==> config.mk <==
export PLATFORM = sky130hd
export DESIGN_NAME = local_network_interface
export DESIGN_NICKNAME = d
export VERILOG_FILES = /design/src/rtl/ni_pkg.sv /design/src/rtl/ni_eject_fifo.sv /design/src/rtl/local_network_interface.sv
export SDC_FILE = /design/constraint.sdc
export NUM_CORES = 1
export LEC_CHECK = 0
export ABC_CLOCK_PERIOD_IN_PS = 2950
export BUFFER_PORTS_ARGS = -buffer_cell sky130_fd_sc_hd__clkbuf_2
export CORE_MARGIN = 2
export CORE_UTILIZATION = 57
export CTS_BUF_LIST = sky130_fd_sc_hd__clkbuf_8
export DETAILED_ROUTE_END_ITERATION = 6
export PLACE_DENSITY = 0.79
export SLEW_MARGIN = 30
export SYNTH_ARGS = -nofsm -noshare
export SYNTH_HDL_FRONTEND = slang
export SYNTH_HIERARCHICAL = 1
export SYNTH_SLANG_ARGS = --single-unit
==> constraint.sdc <==
create_clock -name clk -period 2.95 [get_ports clk]
set_input_delay 0.59 -clock clk [delete_from_list [all_inputs] [get_ports clk]]
set_output_delay 0.59 -clock clk [all_outputs]
set_load 0.1 [all_outputs]
==> src/rtl/ni_pkg.sv <==
// Shared flit layout, inject FSM state type and flit builders for the local
// network interface.
package ni_pkg;

    localparam int FLIT_W    = 17;
    localparam int PAYLOAD_W = 14;
    localparam int VALID     = 16;
    localparam int HDR       = 15;
    localparam int TAIL      = 14;

    typedef enum logic [1:0] {
        IDLE = 2'd0,
        HEAD = 2'd1,
        BODY = 2'd2
    } ni_state_t;

    // Header payload: [13:10] dest, [9:6] source, [5:3] body length, [2:0] zero.
    function automatic logic [FLIT_W-1:0] make_header(
        input logic [3:0] dest,
        input logic [3:0] src,
        input logic [2:0] len
    );
        return {1'b1, 1'b1, 1'b0, dest, src, len, 3'b000};
    endfunction

    function automatic logic [FLIT_W-1:0] make_body(
        input logic                 tail,
        input logic [PAYLOAD_W-1:0] data
    );
        return {1'b1, 1'b0, tail, data};
    endfunction

endpackage

==> src/rtl/ni_eject_fifo.sv <==
// Eject-side flit FIFO: combinational head read, simultaneous push/pop allowed
// at any occupancy, sticky overflow flag when a flit is dropped.
module ni_eject_fifo
    import ni_pkg::*;
#(
    parameter int DEPTH = 4
) (
    input  logic              clk,
    input  logic              rst,
    input  logic              push,
    input  logic [FLIT_W-1:0] din,
    input  logic              pop,
    output logic [FLIT_W-1:0] dout,
    output logic              empty,
    output logic              full,
    output logic              ovf
);

    localparam int AW = $clog2(DEPTH);
    localparam logic [AW-1:0] PTR_ONE  = AW'(1);
    localparam logic [AW:0]   CNT_ONE  = (AW+1)'(1);
    localparam logic [AW:0]   CNT_FULL = (AW+1)'(DEPTH);

    logic [FLIT_W-1:0] mem [DEPTH];
    logic [AW-1:0]     wr_ptr_reg;
    logic [AW-1:0]     rd_ptr_reg;
    logic [AW:0]       count_reg;
    logic              ovf_reg;
    logic              do_push;
    logic              do_pop;

    assign empty = (count_reg == '0);
    assign full  = (count_reg == CNT_FULL);
    assign dout  = mem[rd_ptr_reg];
    assign ovf   = ovf_reg;

    // A pop frees the head slot in the same cycle, so a push into a full FIFO
    // is accepted whenever it coincides with a pop.
    assign do_pop  = pop & ~empty;
    assign do_push = push & (~full | do_pop);

    always_ff @(posedge clk) begin
        if (do_push) begin
            mem[wr_ptr_reg] <= din;
        end
    end

    always_ff @(posedge clk or negedge rst) begin
        if (!rst) begin
            wr_ptr_reg <= '0;
            rd_ptr_reg <= '0;
            count_reg  <= '0;
            ovf_reg    <= 1'b0;
        end else begin
            if (do_push) begin
                wr_ptr_reg <= wr_ptr_reg + PTR_ONE;
            end
            if (do_pop) begin
                rd_ptr_reg <= rd_ptr_reg + PTR_ONE;
            end
            case ({do_push, do_pop})
                2'b10:   count_reg <= count_reg + CNT_ONE;
                2'b01:   count_reg <= count_reg - CNT_ONE;
                default: count_reg <= count_reg;
            endcase
            if (push && full && !do_pop) begin
                ovf_reg <= 1'b1;
            end
        end
    end

endmodule

==> src/rtl/local_network_interface.sv <==
// Router local-port network interface: packetises core requests into header +
// body flits toward the router, and buffers ejected flits for the core.
module local_network_interface
    import ni_pkg::*;
#(
    parameter logic [3:0] ROUTER_ID = 4'd1,
    parameter int         EJ_DEPTH  = 4
) (
    input  logic                 clk,
    input  logic                 rst,
    input  logic                 req_valid_i,
    output logic                 req_ready_o,
    input  logic [3:0]           req_dest_i,
    input  logic [2:0]           req_len_i,
    input  logic                 body_valid_i,
    input  logic [PAYLOAD_W-1:0] body_data_i,
    output logic                 body_ready_o,
    input  logic                 noc_full_i,
    output logic [FLIT_W-1:0]    noc_data_o,
    input  logic [FLIT_W-1:0]    noc_data_i,
    output logic                 ej_valid_o,
    output logic [FLIT_W-1:0]    ej_data_o,
    input  logic                 ej_ready_i,
    output logic                 ej_pop_o,
    output logic                 ej_ovf_o
);

    ni_state_t         state_reg, state_next;
    logic [3:0]        dest_reg, dest_next;
    logic [2:0]        len_reg, len_next;
    logic [2:0]        remaining_reg, remaining_next;
    logic [FLIT_W-1:0] noc_data_reg, noc_data_next;
    logic              ej_empty;
    logic              ej_full_unused;

    assign req_ready_o  = (state_reg == IDLE);
    assign body_ready_o = (state_reg == BODY) & body_valid_i & ~noc_full_i;
    assign noc_data_o   = noc_data_reg;

    // noc_data_next defaults to zero so every flit lives exactly one cycle;
    // the router counts each cycle with the valid bit set as a new flit.
    always_comb begin
        state_next     = state_reg;
        dest_next      = dest_reg;
        len_next       = len_reg;
        remaining_next = remaining_reg;
        noc_data_next  = '0;
        case (state_reg)
            IDLE: begin
                if (req_valid_i) begin
                    dest_next  = req_dest_i;
                    len_next   = (req_len_i == 3'd0) ? 3'd1 : req_len_i;
                    state_next = HEAD;
                end
            end
            HEAD: begin
                if (!noc_full_i) begin
                    noc_data_next  = make_header(dest_reg, ROUTER_ID, len_reg);
                    remaining_next = len_reg;
                    state_next     = BODY;
                end
            end
            BODY: begin
                if (body_ready_o) begin
                    noc_data_next  = make_body(remaining_reg == 3'd1, body_data_i);
                    remaining_next = remaining_reg - 3'd1;
                    if (remaining_reg == 3'd1) begin
                        state_next = IDLE;
                    end
                end
            end
            default: state_next = IDLE;
        endcase
    end

    always_ff @(posedge clk or negedge rst) begin
        if (!rst) begin
            state_reg     <= IDLE;
            dest_reg      <= '0;
            len_reg       <= '0;
            remaining_reg <= '0;
            noc_data_reg  <= '0;
        end else begin
            state_reg     <= state_next;
            dest_reg      <= dest_next;
            len_reg       <= len_next;
            remaining_reg <= remaining_next;
            noc_data_reg  <= noc_data_next;
        end
    end

    assign ej_valid_o = ~ej_empty;
    assign ej_pop_o   = ej_valid_o & ej_ready_i;

    ni_eject_fifo #(
        .DEPTH(EJ_DEPTH)
    ) u_eject (
        .clk  (clk),
        .rst  (rst),
        .push (noc_data_i[VALID]),
        .din  (noc_data_i),
        .pop  (ej_pop_o),
        .dout (ej_data_o),
        .empty(ej_empty),
        .full (ej_full_unused),
        .ovf  (ej_ovf_o)
    );

endmodule

==> run_results.csv, run 1 <==
group,metric,value,unit
clock_network,root_buffer,"clkbuf_8",
synthesis,netlist_area,4190,sq um
global_routing,grt_pass1_wl,11500,um
sta,finalSetupViolations,0,
sta,rsz0062_at_grt,"false",
global_routing,grt_util_all_layers,18.7,%
clock_network,tritoncts,"built",
layout,ff_latch_area,2970,sq um
place,place_area,4700,sq um
setup_path,r2r_slack,0.43,ns
setup_path,crit_type,"reg2out",
clock_network,ctsLongestPathBuffers,2,
sta,hold_viol,0,
setup_path,slowest_stage,"clkbuf_2",
clock_network,cts_resized,0,
setup_path,rr_startpoint,"u_eject/count_reg[0]$_DFFE_PN0P_",
floorplan,start_util,58.4,%
setup_path,max_stage_delay,0.50,ns
place,hpwl,4770,um
layout,postLayoutCellArea,4920,sq um
floorplan,dieArea,8060,sq um
layout,final_cell_mix,"81 x clkbuf_2, 68 x edfxtp_1, 37 x dfrtp_1",
layout,drive_above_1_share,42.0,%
detailed_routing,route.detailed.drc,0,
global_routing,grt_pass1_vias,2286,
setup_path,cp_top_family,"buffers and inverters",
floorplan,rows,31,
sta,fmax,371,MHz
synthesis,syn_inst,228,
synthesis,yosysWarningCount,6,
detailed_routing,drt_pre_antenna_iters,4,
global_routing,grt_antenna_before_repair,0,
sta,period_share,91.5,%
floorplan,core,7180,sq um
flow_run,maxCapViolations,0,
sta,slew_headroom,45.0,%
sta,period_needed,2.70,ns
sta,max_slew.worst_pin.slew,0.825,ns
run_status,status,"complete, no violations",
global_routing,overflow,0,
setup_path,start_kind,"flop",
clock_network,clock_latency,0.36,ns
setup_path,worst_r2r_path_depth,11,
setup_path,path_buf_inv,2,
layout,multi_input_area,1100,sq um
clock_network,numCtsBuffers,9,
floorplan,die_y,89.8,um
layout,n_antenna_cell,0,
layout,largest_reg_flops,68,
clock_network,cts.sinks,105,
detailed_routing,wire_per_inst,16.4,um
sta,clock_skew,0.0108,ns
setup_path,cp_cell_sequence,"inv_1 -> ha_1 -> and3b_1 -> clkbuf_2",
sta,fin_tns_setup,0,ns
setup_path,required,2.36,ns
detailed_routing,drt_iter0_drc,106,
setup_path,cp_max_fo,11,
worst_hold_path,min_path_type,"in2async",
clock_network,cts.clk_slew.worst_paths,0.09,ns
setup_path,cp.arrival,2.11,ns
clock_network,h-tree-depth,3,
synthesis,syn-mean-instance-area,18.4,sq um
floorplan,die_w,89.8,um
layout,syn2layout_area_growth,17.4,%
detailed_routing,vias,2240,
setup_path,r2r-end,"u_eject/count_reg[2]$_DFFE_PN0P_",
clock_network,post_cts_buffers,0,
detailed_routing,vias_per_cell,5.30,
layout,layout_commonest_cell,"clkbuf_2",
global_routing,grt_max_degree,38,
clock_network,holdBufCountCts,0,
place,place.gp.congestion,0.764,
layout,final.fill_count,475,
layout,layout.nets,375,
detailed_routing,routed_wirelength,6950,um
floorplan,pin_count,83,
synthesis,synth_nets,284,
sta,final_max_slew_viol_count,0,
place,io_buffers,82,
setup_path,end_kind,"primary output",
detailed_routing,ant_nets,0,
-- per-stage QoR --
step                      hold WS [ns]  cells  setup WS, ns  util (%)
after detailed placement         0.447    407         0.415      65.5
final                            0.323    423         0.251      68.6
after global routing             0.387    423        0.0446      68.6
after CTS                        0.369    423         0.230      68.6
after global placement           0.456    407         0.584      65.5
after floorplan                  0.294    228        0.0776         -
-- cell type report --
cell class              instances  share of cell area, %
flip-flops and latches        105                   60.3
multi-input cells             102                   22.4
repair buffers                 89                   9.41
clock buffers                   9                   2.52
well taps                      99                   2.52
clock inverters                 7                   1.93
inverters                      12                  0.915
-- per-layer routing --
layer  GRT usage [%]  share of wire, %
met1            24.5                44
met2            30.1                50
met3            4.86               4.9
met4            7.69               1.5
met5               0                 0
-- worst max path at each step --
| stage | from | endpoint | slack (ns) | cells past startpoint |
|---|---|---|---|---|
| after floorplan | ej_ready_i | u_eject/count_reg[2]$_DFFE_PN0P_ | 0.08 | 8 |
| after global placement | ej_ready_i | u_eject/count_reg[2]$_DFFE_PN0P_ | 0.58 | 11 |
| after detailed placement | u_eject/count_reg[0]$_DFFE_PN0P_ | u_eject/count_reg[2]$_DFFE_PN0P_ | 0.41 | 11 |
| after CTS | state_reg[0]$_DFFE_PN0P_ | body_ready_o | 0.23 | 4 |
| after global routing | state_reg[0]$_DFFE_PN0P_ | body_ready_o | 0.04 | 4 |
| final | state_reg[0]$_DFFE_PN0P_ | body_ready_o | 0.25 | 4 |
Power of run 1 is not shown: default switching activity piles up to over one toggle a cycle in this logic, so the estimate is an artifact.
==> run 2, diff against run 1 <==
Settings changed: ABC_AREA set to 1, GPL_ROUTABILITY_DRIVEN set to 0.
==> run 2 against run 1 <==
- sequential cell count unchanged
- sequential share of layout area fell by 1.9 points
- die area rose by 5.3%
- first-iteration DRC count up 35%
- clock-buffer cell count did not move
- core utilization is 1.8 points lower
- maximum frequency increased by 1.3%
- area after synthesis rose by 5.6%
- critical path type unchanged
- largest cell class unchanged
==> run_results.csv, run 2 <==
group,metric,value,unit
global_routing,grt_antenna_before_repair,0,
sta,hold_viol,0,
floorplan,die_y,92.1,um
setup_path,r2r_slack,0.68,ns
sta,finalSetupViolations,0,
floorplan,rows,32,
layout,layout_commonest_cell,"clkbuf_2",
setup_path,cp.arrival,2.07,ns
setup_path,slowest_stage,"clkbuf_2",
layout,n_antenna_cell,0,
sta,max_slew.worst_pin.slew,0.811,ns
layout,ff_latch_area,2970,sq um
place,hpwl,5440,um
synthesis,syn-mean-instance-area,11.3,sq um
synthesis,syn_inst,392,
setup_path,cp_cell_sequence,"inv_2 -> o21ai_1 -> o21ai_1 -> clkbuf_2",
sta,clock_skew,0.00979,ns
sta,period_share,90.3,%
synthesis,yosysWarningCount,6,
synthesis,synth_nets,448,
setup_path,path_depth,4,
global_routing,overflow,0,
setup_path,cp_top_family,"buffers and inverters",
detailed_routing,ant_nets,0,
setup_path,end_kind,"primary output",
floorplan,core,7610,sq um
detailed_routing,vias,2968,
clock_network,cts.clk_slew.worst_paths,0.10,ns
setup_path,crit_end,"ej_data_o[13]",
sta,final_max_slew_viol_count,0,
layout,layout.nets,537,
global_routing,top_usage_layer,"met2",
detailed_routing,wire_per_inst,13.5,um
layout,drive_above_1_share,25.7,%
clock_network,post_cts_buffers,0,
layout,final_cell_mix,"81 x clkbuf_2, 68 x edfxtp_1, 67 x nand2_1",
global_routing,grt_util_all_layers,19.8,%
global_routing,grt_pass1_vias,2829,
global_routing,grt_util_met3,4.35,%
clock_network,ctsLongestPathBuffers,2,
setup_path,cp_max_fo,35,
global_routing,use_met1,26.0,%
detailed_routing,drt_pre_antenna_iters,5,
layout,final.fill_count,610,
clock_network,cts.sinks,105,
floorplan,die_w,92.1,um
floorplan,dieArea,8480,sq um
clock_network,tritoncts,"built",
sta,fin_tns_setup,0,ns
setup_path,rr_startpoint,"u_eject/count_reg[0]$_DFFE_PN0P_",
setup_path,worst_r2r_path_depth,14,
setup_path,r2r-end,"u_eject/count_reg[2]$_DFFE_PN0P_",
clock_network,clock_latency,0.35,ns
floorplan,pin_count,83,
layout,syn2layout_area_growth,14.9,%
setup_path,start_kind,"flop",
clock_network,h-tree-depth,3,
setup_path,max_stage_delay,0.49,ns
detailed_routing,vias_per_cell,5.05,
run_status,status,"complete, no violations",
detailed_routing,drt_iter0_drc,143,
setup_path,crit_type,"reg2out",
synthesis,netlist_area,4420,sq um
detailed_routing,routed_wirelength,7940,um
setup_path,worstSetupStartpoint,"u_eject/rd_ptr_reg[1]$_DFFE_PN0P_",
clock_network,root_buffer,"clkbuf_8",
place,io_buffers,82,
global_routing,grt_max_degree,38,
global_routing,grt_util_met2,33.5,%
global_routing,grt_pass1_wl,13200,um
sta,fmax,376,MHz
setup_path,crit_top_cell,"o21ai_1",
sta,timing.hold.ws,0.315,ns
worst_hold_path,min_path_type,"in2async",
detailed_routing,route.detailed.drc,0,
layout,multi_input_area,1180,sq um
sta,slew_headroom,45.9,%
layout,largest_reg_flops,68,
sta,period_needed,2.66,ns
clock_network,numCtsBuffers,9,
sta,rsz0062_at_grt,"false",
flow_run,maxCapViolations,0,
floorplan,start_util,58.2,%
setup_path,required,2.36,ns
setup_path,path_buf_inv,2,
==> run 2: cell count changes in the layout (fill, tap and decap cells not counted), sizes merged, moves of 7 or more <==
cell and change:
a22o -7, inv +29, mux2 -9, mux4 -17, nand2 +64, nand3 +17
nor2 +61, o21ai +56
==> run 2: what timing repair did <==
action	4_1_cts	5_1_grt
hold endpoints to repair	0	0
resized for setup	0	1
setup endpoints to repair	0	5
hold buffers	0	0
==> run 2: worst reg2reg max path: cells and delay by family (launching register included) <==
family        cells  cell delay, ns
simple gates      9            0.92
flops             1            0.42
fa+ha+maj         2            0.57
buf+inv           3            0.27
==> run 2: metrics by stage <==
step	std cells	util, %	worst slack (ns)	cell area (sq um)
floorplan	392	-	0.257	4430
global placement	572	64.5	0.591	4900
detailed placement	572	64.5	0.488	4900
CTS	588	66.8	0.0876	5080
global route	588	66.8	0.155	5080
finish	588	66.8	0.287	5080
==> run 2: layout make-up <==
| type | count | share of cell area, % |
|---|---|---|
| inverter | 42 | 3.25 |
| sequential | 105 | 58.4 |
| clock inverter | 7 | 1.06 |
| tap | 102 | 2.51 |
| multi-input combinational | 234 | 23.2 |
| clock buffer | 9 | 2.44 |
| timing repair buffer | 89 | 9.11 |
==> run 2: worst min-delay path by stage <==
stage / startpoint / to / cells after the start
floorplan: rst / dest_reg[0]$_DFFE_PN0P_ / 0
global placement: u_eject/ovf$_DFFE_PN0P_ / u_eject/ovf$_DFFE_PN0P_ / 1
detailed placement: dest_reg[0]$_DFFE_PN0P_ / dest_reg[0]$_DFFE_PN0P_ / 2
CTS: rst / noc_data_o[1]$_DFF_PN0_ / 1
global route: rst / noc_data_o[7]$_DFF_PN0_ / 1
finish: rst / noc_data_o[1]$_DFF_PN0_ / 1
==> run 2: layer usage <==
metal | wire length (um) | vias up
met5 | 0 | -
met4 | 51 | 0
met3 | 483 | 7
met2 | 3900 | 103
met1 | 3510 | 1381
li1 | - | 1477
Power of run 2 is left out for the same reason.
